## src/rtl/hms_time_counter.sv

```systemverilog
// 24-hour HH:MM:SS counter in packed BCD, advanced by qualified half-second ticks.
// All outputs registered; start/stop FSM gates ticks, set/clear inputs act in either state.
module hms_time_counter #(
  parameter int TICKS_PER_SECOND = 2,
  parameter bit INIT_RUNNING     = 1'b1
) (
  input  logic       ck,
  input  logic       reset,
  input  logic       half_tick,
  input  logic       start_stop,
  input  logic       clear_sec,
  input  logic       set_min_inc,
  input  logic       set_hour_inc,
  output logic [7:0] sec_bcd,
  output logic [7:0] min_bcd,
  output logic [7:0] hour_bcd,
  output logic       blink,
  output logic       running,
  output logic       sec_pulse,
  output logic       day_wrap
);

  typedef enum logic {
    ST_STOPPED = 1'b0,
    ST_RUNNING = 1'b1
  } state_t;

  localparam state_t     RESET_STATE = INIT_RUNNING ? ST_RUNNING : ST_STOPPED;
  localparam logic [3:0] LAST_PHASE  = 4'(TICKS_PER_SECOND - 1);

  state_t     state_q, state_d;
  logic [3:0] phase_q, phase_d;
  logic [7:0] sec_q, sec_d;
  logic [7:0] min_q, min_d;
  logic [7:0] hour_q, hour_d;
  logic       blink_q, blink_d;
  logic       sec_pulse_q, sec_pulse_d;
  logic       day_wrap_q, day_wrap_d;

  logic qual_tick;
  logic sec_adv;
  logic sec_carry;
  logic min_carry;

  // Base-60 BCD increment, 59 -> 00.
  function automatic logic [7:0] inc_mod60(input logic [7:0] v);
    logic [7:0] r;
    if (v[3:0] == 4'd9) begin
      r[3:0] = 4'd0;
      r[7:4] = (v[7:4] == 4'd5) ? 4'd0 : v[7:4] + 4'd1;
    end else begin
      r = {v[7:4], v[3:0] + 4'd1};
    end
    return r;
  endfunction

  function automatic logic [7:0] inc_hour(input logic [7:0] v);
    logic [7:0] r;
    if (v == 8'h23) begin
      r = 8'h00;
    end else if (v[3:0] == 4'd9) begin
      r = {v[7:4] + 4'd1, 4'd0};
    end else begin
      r = {v[7:4], v[3:0] + 4'd1};
    end
    return r;
  endfunction

  always_comb begin
    state_d = state_q;
    if (start_stop) begin
      state_d = (state_q == ST_RUNNING) ? ST_STOPPED : ST_RUNNING;
    end
  end

  always_comb begin
    // Qualification uses the pre-toggle state so a same-cycle start_stop cannot affect it.
    qual_tick   = half_tick && (state_q == ST_RUNNING);
    sec_adv     = qual_tick && (phase_q == LAST_PHASE) && !clear_sec;
    sec_carry   = sec_adv && (sec_q == 8'h59);
    min_carry   = 1'b0;
    phase_d     = phase_q;
    sec_d       = sec_q;
    min_d       = min_q;
    hour_d      = hour_q;
    blink_d     = qual_tick ? !blink_q : blink_q;
    sec_pulse_d = sec_adv;
    day_wrap_d  = 1'b0;

    if (clear_sec) begin
      phase_d = 4'd0;
      sec_d   = 8'h00;
    end else if (qual_tick) begin
      phase_d = (phase_q == LAST_PHASE) ? 4'd0 : phase_q + 4'd1;
      if (sec_adv) begin
        sec_d = inc_mod60(sec_q);
      end
    end

    // A manual set absorbs any carry arriving at the same digit pair.
    if (set_min_inc) begin
      min_d = inc_mod60(min_q);
    end else if (sec_carry) begin
      min_d     = inc_mod60(min_q);
      min_carry = (min_q == 8'h59);
    end

    if (set_hour_inc) begin
      hour_d = inc_hour(hour_q);
    end else if (min_carry) begin
      hour_d     = inc_hour(hour_q);
      day_wrap_d = (hour_q == 8'h23);
    end
  end

  always_ff @(posedge ck) begin
    if (reset) begin
      state_q     <= RESET_STATE;
      phase_q     <= 4'd0;
      sec_q       <= 8'h00;
      min_q       <= 8'h00;
      hour_q      <= 8'h00;
      blink_q     <= 1'b0;
      sec_pulse_q <= 1'b0;
      day_wrap_q  <= 1'b0;
    end else begin
      state_q     <= state_d;
      phase_q     <= phase_d;
      sec_q       <= sec_d;
      min_q       <= min_d;
      hour_q      <= hour_d;
      blink_q     <= blink_d;
      sec_pulse_q <= sec_pulse_d;
      day_wrap_q  <= day_wrap_d;
    end
  end

  assign sec_bcd   = sec_q;
  assign min_bcd   = min_q;
  assign hour_bcd  = hour_q;
  assign blink     = blink_q;
  assign running   = (state_q == ST_RUNNING);
  assign sec_pulse = sec_pulse_q;
  assign day_wrap  = day_wrap_q;

endmodule

```

## config.mk

```make
export PLATFORM = sky130hd
export DESIGN_NAME = hms_time_counter
export DESIGN_NICKNAME = d
export VERILOG_FILES = /design/src/rtl/hms_time_counter.sv
export SDC_FILE = /design/constraint.sdc
export NUM_CORES = 1
export LEC_CHECK = 0
export ABC_CLOCK_PERIOD_IN_PS = 5100
export CORE_MARGIN = 4
export CORE_UTILIZATION = 30
export DETAILED_ROUTE_END_ITERATION = 8
export DONT_BUFFER_PORTS = 1
export GPL_ROUTABILITY_DRIVEN = 0
export PLACE_DENSITY = 0.55
export REMOVE_ABC_BUFFERS = 1
export SKIP_LAST_GASP = 1
export SLEW_MARGIN = 15
export SYNTH_ARGS = -nofsm -noshare
export SYNTH_HDL_FRONTEND = slang
export SYNTH_SLANG_ARGS = --single-unit
```

## constraint.sdc

```tcl
create_clock -name ck -period 5.1 [get_ports ck]
set_clock_uncertainty 0.05 [all_clocks]
set_input_delay 1.02 -clock ck [delete_from_list [all_inputs] [get_ports ck]]
set_output_delay 1.02 -clock ck [all_outputs]
set_load 0.03 [all_outputs]
```

==> results of run 1 <==
-- state kept, by name, indices dropped and copies added, names as in the netlist --
| signal | count |
|---|---|
| sec_pulse | 1 |
| day_wrap | 1 |
| running | 1 |
| blink | 1 |
| sec_bcd | 8 |
| hour_bcd | 8 |
| min_bcd | 8 |
| phase_q | 4 |
-- routing by layer --
metal | global-route usage (%) | routed length, um | vias up
met5 | 0 | 0 | -
met4 | 4.12 | 40 | 0
met3 | 4.99 | 297 | 5
met2 | 15.1 | 1300 | 32
met1 | 15.0 | 1600 | 541
li1 | - | - | 597
-- stage by stage --
stage          area [um2]  setup slack [ns]
5_1_grt              1660              2.60
3_3_place_gp         1570              2.50
6_report             1660              2.73
2_1_floorplan        1490              2.62
3_5_place_dp         1570              2.43
4_1_cts              1660              2.73
-- layout make-up --
class	instances	area [um2]
inverter	8	30.0
sequential	32	641
clock buffer	8	90.1
tap	67	83.8
multi-input combinational	125	817
fill	530	3160
-- power breakdown --
group	switching [mW]	internal (mW)	total [mW]
registers	0.0169	0.255	0.272
logic	0.0108	0.00976	0.0206
clock network	0.0858	0.110	0.196
total	0.113	0.375	0.488
-- cell usage after synthesis (all sizes together) (3+ instances only) --
library cell and number:
nand3b 3, nor4 3, nor2 24, xnor2 7
ha 4, and3 3, buf 3, nor3 6
inv 8, xor2 6, dfxtp 32, o21ai 6
nand2 11, nand4 3, nand3 8, nor2b 4
a21oi 12, mux2i 4
-- worst max-delay path, delay by kind of cell --
family           cells  cell delay [ns]
AND/OR/NAND/NOR      3             1.13
AO/OA/AOI/OAI        2             0.38
-- how the worst min path moves through the flow --
stage / from / endpoint / slack, ns / cells after the start
after floorplan: phase_q[0] / phase_q[0] / 0.42 / 2
after global placement: phase_q[0] / phase_q[0] / 0.44 / 2
after detailed placement: phase_q[0] / phase_q[0] / 0.45 / 2
after CTS: phase_q[0] / phase_q[0] / 0.47 / 2
after global routing: phase_q[0] / phase_q[0] / 0.53 / 2
final: phase_q[0] / phase_q[0] / 0.46 / 2
-- logic make-up (layout without fill, tap and decap cells) --
logic type / after synthesis / count (layout)
DFF: 32 / 32
muxes: 5 / 5
xor gates and xnor gates: 13 / 13
adders and majority gates: 4 / 4
buffers and inverters: 13 / 16
AOI/OAI and AO/OA: 27 / 27
and+or+nand+nor: 76 / 76
==> summary.txt, run 1 <==
Outcome
  • Status: completed

Clocking
  • Root Driver: clkbuf_8
  • CTS Sinks: 32
  • Worst skew pair latency: about 0.27 ns
  • # Post-CTS Setup Buffers: 0
  • Hold Buf Count CTS: 0
  • TritonCTS clock tree: yes
  • H-tree depth: 2
  • Total CTS buffers: 5
  • Post_cts resized: 0
  • Max clock buf depth: 2
  • Clock-pin transition on the worst setup and hold timing paths: ~0.06 ns

Final layout
  • Final Util: roughly 34%
  • Commonest non-fill, non-tap cell in the layout: dfxtp_1
  • Layout cell share with drive strength beyond 1: about a tenth
  • Commonest cells after routing, fill and taps aside: dfxtp_1, nor2_1, a21oi_1
  • Nets: approximately 180
  • Antenna cells: 0
  • Synthesis-to-finish area growth: 9.48%
  • Layout Cells excl Fill: 240

Global route
  • GRT overflow: 0
  • First-pass GRT wire length: roughly 5400 um
  • Initial antenna violation count: 0
  • Tot GR Track Use: between 10% and 20%
  • Largest net degree at the start of global routing: 23
  • Vias in the first global route: between 1000 and 1500

Synthesis
  • Area leader, netlist: dfxtp_1
  • Mux cell area share after synthesis: 3.38%
  • Post-Synth Simple-Gate Area: between 20 and 30%
  • EDFF count, synth: 0
  • Avg Inst Size Synth: 8.93 um2
  • Top-area cell type share of the netlist area: a little over two fifths
  • Synthesis Warnings: 0
  • Post-synthesis sequential area ratio: between 40 and 50%
  • Xor/xnor share of the synthesized area: between 7 and 8%
  • Synth Flop Type: dfxtp_1
  • Main combinational cell family by area after synthesis: simple AND/OR/NAND/NOR gates
  • Area contributors post-synth: dfxtp_1, nor2_1, xnor2_1
  • Compound-Gate Fraction of Synth Area: 12.3%
  • Async set-reset flop share out of synthesis: 0%
  • Syn Inst Count: 170
  • Post-Syn Area: 1520 um2
  • Synth unique cells: 40
  • Post-synthesis adder-cell area fraction: approximately 3.3%
  • Seq cells post-synth: 32

Floorplan
  • Chip Height: approximately 80 um
  • Die width: roughly 79 um
  • Io pins: 35
  • Initial Util: 31.5%
  • Core area: approximately 4800 um2
  • Die ar.: 6260 um2
  • FP Rows: 25

Setup path
  • Worst path required time: 5.26 ns
  • CP max-delay cell: or4_1
  • Worst Setup End Kind: register
  • FF-to-FF path depth: 5
  • FF-to-FF setup slack: roughly 2.8 ns
  • CP Data Arrival Time: around 2.5 ns
  • CP max FO: 8
  • Reg2reg end: hour_bcd[6]
  • Crit path largest cell delay: 0.51 ns
  • Worst Setup SP: half_tick
  • CP Cell Sequence: and3_2 > and3_1 > a41oi_4 > or4_1 > a21oi_1
  • Worst Path Class, Setup: in -> reg
  • Setup crit start kind: input port
  • Worst setup path endpoint: hour_bcd[6]
  • R2r startpoint: min_bcd[3]

Power and ir drop
  • Peak VDD IR: around 130 uV
  • Leak pwr: between 0.5 and 0.6 nW
  • Total power: roughly 0.49 mW
  • Pwr dens: 294 nW/um2

STA
  • Final worst path period share: roughly 46%
  • Slew @ Worst Pin: slightly below 0.6 ns
  • Min Hold Slack: between 0.4 and 0.5 ns
  • Fmax: 0.422 GHz
  • Max Transition Viols Final: 0
  • Rel. slew slack: about three fifths
  • Final count of hold timing violations: 0
  • Setup violators final: 0
  • RSZ-0062 raised after global routing: no
  • Post-route setup TNS: 0 ns
  • Fin crit period: approximately 2.4 ns

Run
  • Max-cap check violation count: 0

Routing
  • Post-route ant nets: 0
  • DRC viols: 0
  • Initial DRT Pass Iterations: 4
  • DR vias: between 1000 and 1500
  • Vias/cell: 4.90
  • Wire per inst: roughly 13 um
  • Final WL: ~3200 um
  • Iter 0 DRT Violations: 34

Placement
  • HPWL Detailed: 2350 um
  • Port bufs: 0
  • Placed cell count: around 230

Hold path
  • Hold Path Class: reg -> reg
No activity file was read; power rests on OpenSTA's default activity.
==> inputs of run 2 (changes only) <==
--- a/config.mk
+++ b/config.mk
@@ -5,7 +5,7 @@
 export SDC_FILE = /design/constraint.sdc
 export NUM_CORES = 1
 export LEC_CHECK = 0
-export ABC_CLOCK_PERIOD_IN_PS = 5100
+export ABC_CLOCK_PERIOD_IN_PS = 2400
 export CORE_MARGIN = 4
 export CORE_UTILIZATION = 30
 export DETAILED_ROUTE_END_ITERATION = 8
==> constraint.sdc (replaced) <==
create_clock -name ck -period 2.4 [get_ports ck]
set_clock_uncertainty 0.05 [all_clocks]
set_input_delay 0.48 -clock ck [delete_from_list [all_inputs] [get_ports ck]]
set_output_delay 0.48 -clock ck [all_outputs]
set_load 0.03 [all_outputs]
==> run 2 against run 1 <==
  * Die area stayed put
  * Largest power group unchanged
  * Critical endpoint unchanged
  * Combinational power grew to 3.3 times the previous value
  * First-iteration DRC count is 110% higher
  * Sequential share of layout area is 2.6 points lower
  * Non-clock buffer count is 16 higher
  * Global-route usage is 0.44 points higher
==> summary.txt, run 2 (synthesis gave the netlist of run 1 again) <==
Power and ir drop
  • Pwr dens: 590 nW/um2 (+100%)
  • Peak VDD IR: 372 uV (+180%)
  • Leak pwr: 0.668 nW (+15%)

Clocking
  • Max clock buf depth: 2 (unchanged)
  • Post_cts resized: 0 (unchanged)
  • Clock-pin transition on the worst setup and hold timing paths: 0.07 ns (about the same)
  • # Post-CTS Setup Buffers: 0 (unchanged)
  • Total CTS buffers: 5 (unchanged)
  • H-tree depth: 2 (unchanged)
  • Hold Buf Count CTS: 0 (unchanged)
  • Root Driver: clkbuf_8
  • TritonCTS clock tree: yes
  • Worst skew pair latency: 0.28 ns (about the same)
  • CTS Sinks: 32 (unchanged)

Routing
  • Final WL: 3340 um (+3.3%)
  • Post-route ant nets: 0 (unchanged)
  • Vias/cell: 4.94 (+0.93%)
  • Iter 0 DRT Violations: 70 (+110%)
  • Initial DRT Pass Iterations: 4 (unchanged)
  • DR vias: 1265 (+7.7%)
  • DRC viols: 0 (unchanged)
  • Wire per inst: 13.0 um (-3.2%)

Setup path
  • Worst path required time: 2.56 ns (-2.70 ns)
  • FF-to-FF setup slack: 0.28 ns (-2.50 ns)
  • Worst setup path endpoint: hour_bcd[6]
  • CP Cell Sequence: nor4_4 > and3_1 > a41oi_4 > or4_1 > a21oi_1
  • Worst path depth: 5 (unchanged)
  • Worst Path Class, Setup: reg -> reg
  • Delay-heaviest family, CP: simple AND/OR/NAND/NOR gates
  • R2r startpoint: phase_q[1]
  • Crit path largest cell delay: 0.50 ns (about the same)
  • Worst Setup SP: phase_q[1]
  • CP Data Arrival Time: 2.28 ns (-0.25 ns)
  • FF-to-FF path depth: 5 (unchanged)
  • CP max-delay cell: or4_1
  • Worst path bufs/invs: 0 (unchanged)
  • Worst Setup End Kind: register
  • Reg2reg end: hour_bcd[6]
  • Setup crit start kind: register
  • CP max FO: 8 (unchanged)

Floorplan
  • Initial Util: 31.5% (unchanged)
  • Die width: 79.1 um (unchanged)
  • Core area: 4820 um2 (unchanged)
  • Io pins: 35 (unchanged)
  • FP Rows: 25 (unchanged)
  • Chip Height: 79.1 um (unchanged)
  • Die ar.: 6260 um2 (unchanged)

STA
  • Max Transition Viols Final: 0 (unchanged)
  • RSZ-0062 raised after global routing: no
  • Slew @ Worst Pin: 0.515 ns (-0.0679 ns)
  • Post-route setup TNS: 0 ns (unchanged)
  • Setup ws final: 0.277 ns (-2.45 ns)
  • Min Hold Slack: 0.217 ns (-0.242 ns)
  • Setup violators final: 0 (unchanged)
  • Rel. slew slack: 65.6% (+4.8 points)
  • Fin crit period: roughly 2.1 ns
  • Fmax: roughly 0.47 GHz
  • Final worst path period share: 88.5%
  • Final count of hold timing violations: 0 (unchanged)

Global route
  • Initial antenna violation count: 0 (unchanged)
  • Largest net degree at the start of global routing: 23 (unchanged)
  • Vias in the first global route: 1119 (+1.9%)
  • First-pass GRT wire length: 5660 um (+4.9%)
  • Tot GR Track Use: 11.4% (+0.44 points)
  • GRT overflow: 0 (unchanged)

Final layout
  • Nets: 199 (+8.7%)
  • Antenna cells: 0 (unchanged)
  • Synthesis-to-finish area growth: 17.4%
  • Commonest cells after routing, fill and taps aside: dfxtp_1, nor2_1, buf_4
  • Layout Cells excl Fill: 256 (+6.7%)
  • Final Util: 37.0% (+2.5 points)
  • Fillers: 538 (+1.5%)
  • Commonest non-fill, non-tap cell in the layout: dfxtp_1
  • Layout cell share with drive strength beyond 1: 18.0% (+7.6 points)

Placement
  • HPWL Detailed: 2470 um (+5.1%)
  • Port bufs: 0 (unchanged)
  • Place WS: 0.257 ns (-2.18 ns)
  • Placed cell count: 248 (+6.9%)

Hold path
  • Hold Path Class: in -> reg

Run
  • Max-cap check violation count: 0 (unchanged)

Outcome
  • Status: completed
==> run 2: cell count changes in the layout (fill, tap and decap cells not counted), sizes merged <==
| cell | change |
|---|---|
| buf | +16 |
==> run 2: how the worst min path moves through the flow <==
| stage | startpoint | to | slack (ns) | cells after the start |
|---|---|---|---|---|
| 2_1_floorplan | phase_q[0] | phase_q[0] | 0.42 | 2 |
| 3_3_place_gp | phase_q[0] | phase_q[0] | 0.44 | 2 |
| 3_5_place_dp | phase_q[0] | phase_q[0] | 0.45 | 2 |
| 4_1_cts | reset | min_bcd[6] | 0.20 | 1 |
| 5_1_grt | reset | min_bcd[1] | 0.20 | 1 |
| 6_report | reset | hour_bcd[1] | 0.22 | 1 |
==> run 2: layout make-up <==
class,instances,area (um2),area share (%)
Sequential cell,32,641,36.0
Inverter,8,30.0,1.69
Timing Repair Buffer,16,120,6.74
Tap cell,67,83.8,4.71
Clock buffer,8,90.1,5.06
Multi-Input combinational cell,125,817,45.9
==> run 2: stage by stage <==
| stage | power, mW | area [um2] |
|---|---|---|
| detailed placement | 0.643 | 1690 |
| global placement | 0.643 | 1690 |
| CTS | 1.07 | 1780 |
| floorplan | 0.623 | 1490 |
| global route | 1.11 | 1780 |
| finish | 1.05 | 1780 |
==> run 2: per-layer routing <==
metal	GRT usage [%]	part of all wire [%]	vias to the layer above
met5	0	0	-
met4	4.12	1.0	0
met3	5.44	9.4	4
met2	15.0	41	37
met1	16.1	48	590
li1	-	-	634
==> run 2: where the power goes <==
part	switching, mW	leakage [nW]	internal [mW]
clock	0.187	0.0455	0.234
sequential	0.0195	0.259	0.542
combinational	0.0402	0.363	0.0282
total	0.247	0.668	0.804
==> inputs of run 3 (changes only) <==
--- a/config.mk
+++ b/config.mk
@@ -11,6 +11,7 @@
 export DETAILED_ROUTE_END_ITERATION = 8
 export DONT_BUFFER_PORTS = 1
 export GPL_ROUTABILITY_DRIVEN = 0
+export GPL_TIMING_DRIVEN = 1
 export PLACE_DENSITY = 0.55
 export REMOVE_ABC_BUFFERS = 1
 export SKIP_LAST_GASP = 1
==> results of run 3 <==
Same layout as run 2: the final DEF is identical, and so are final timing and power.
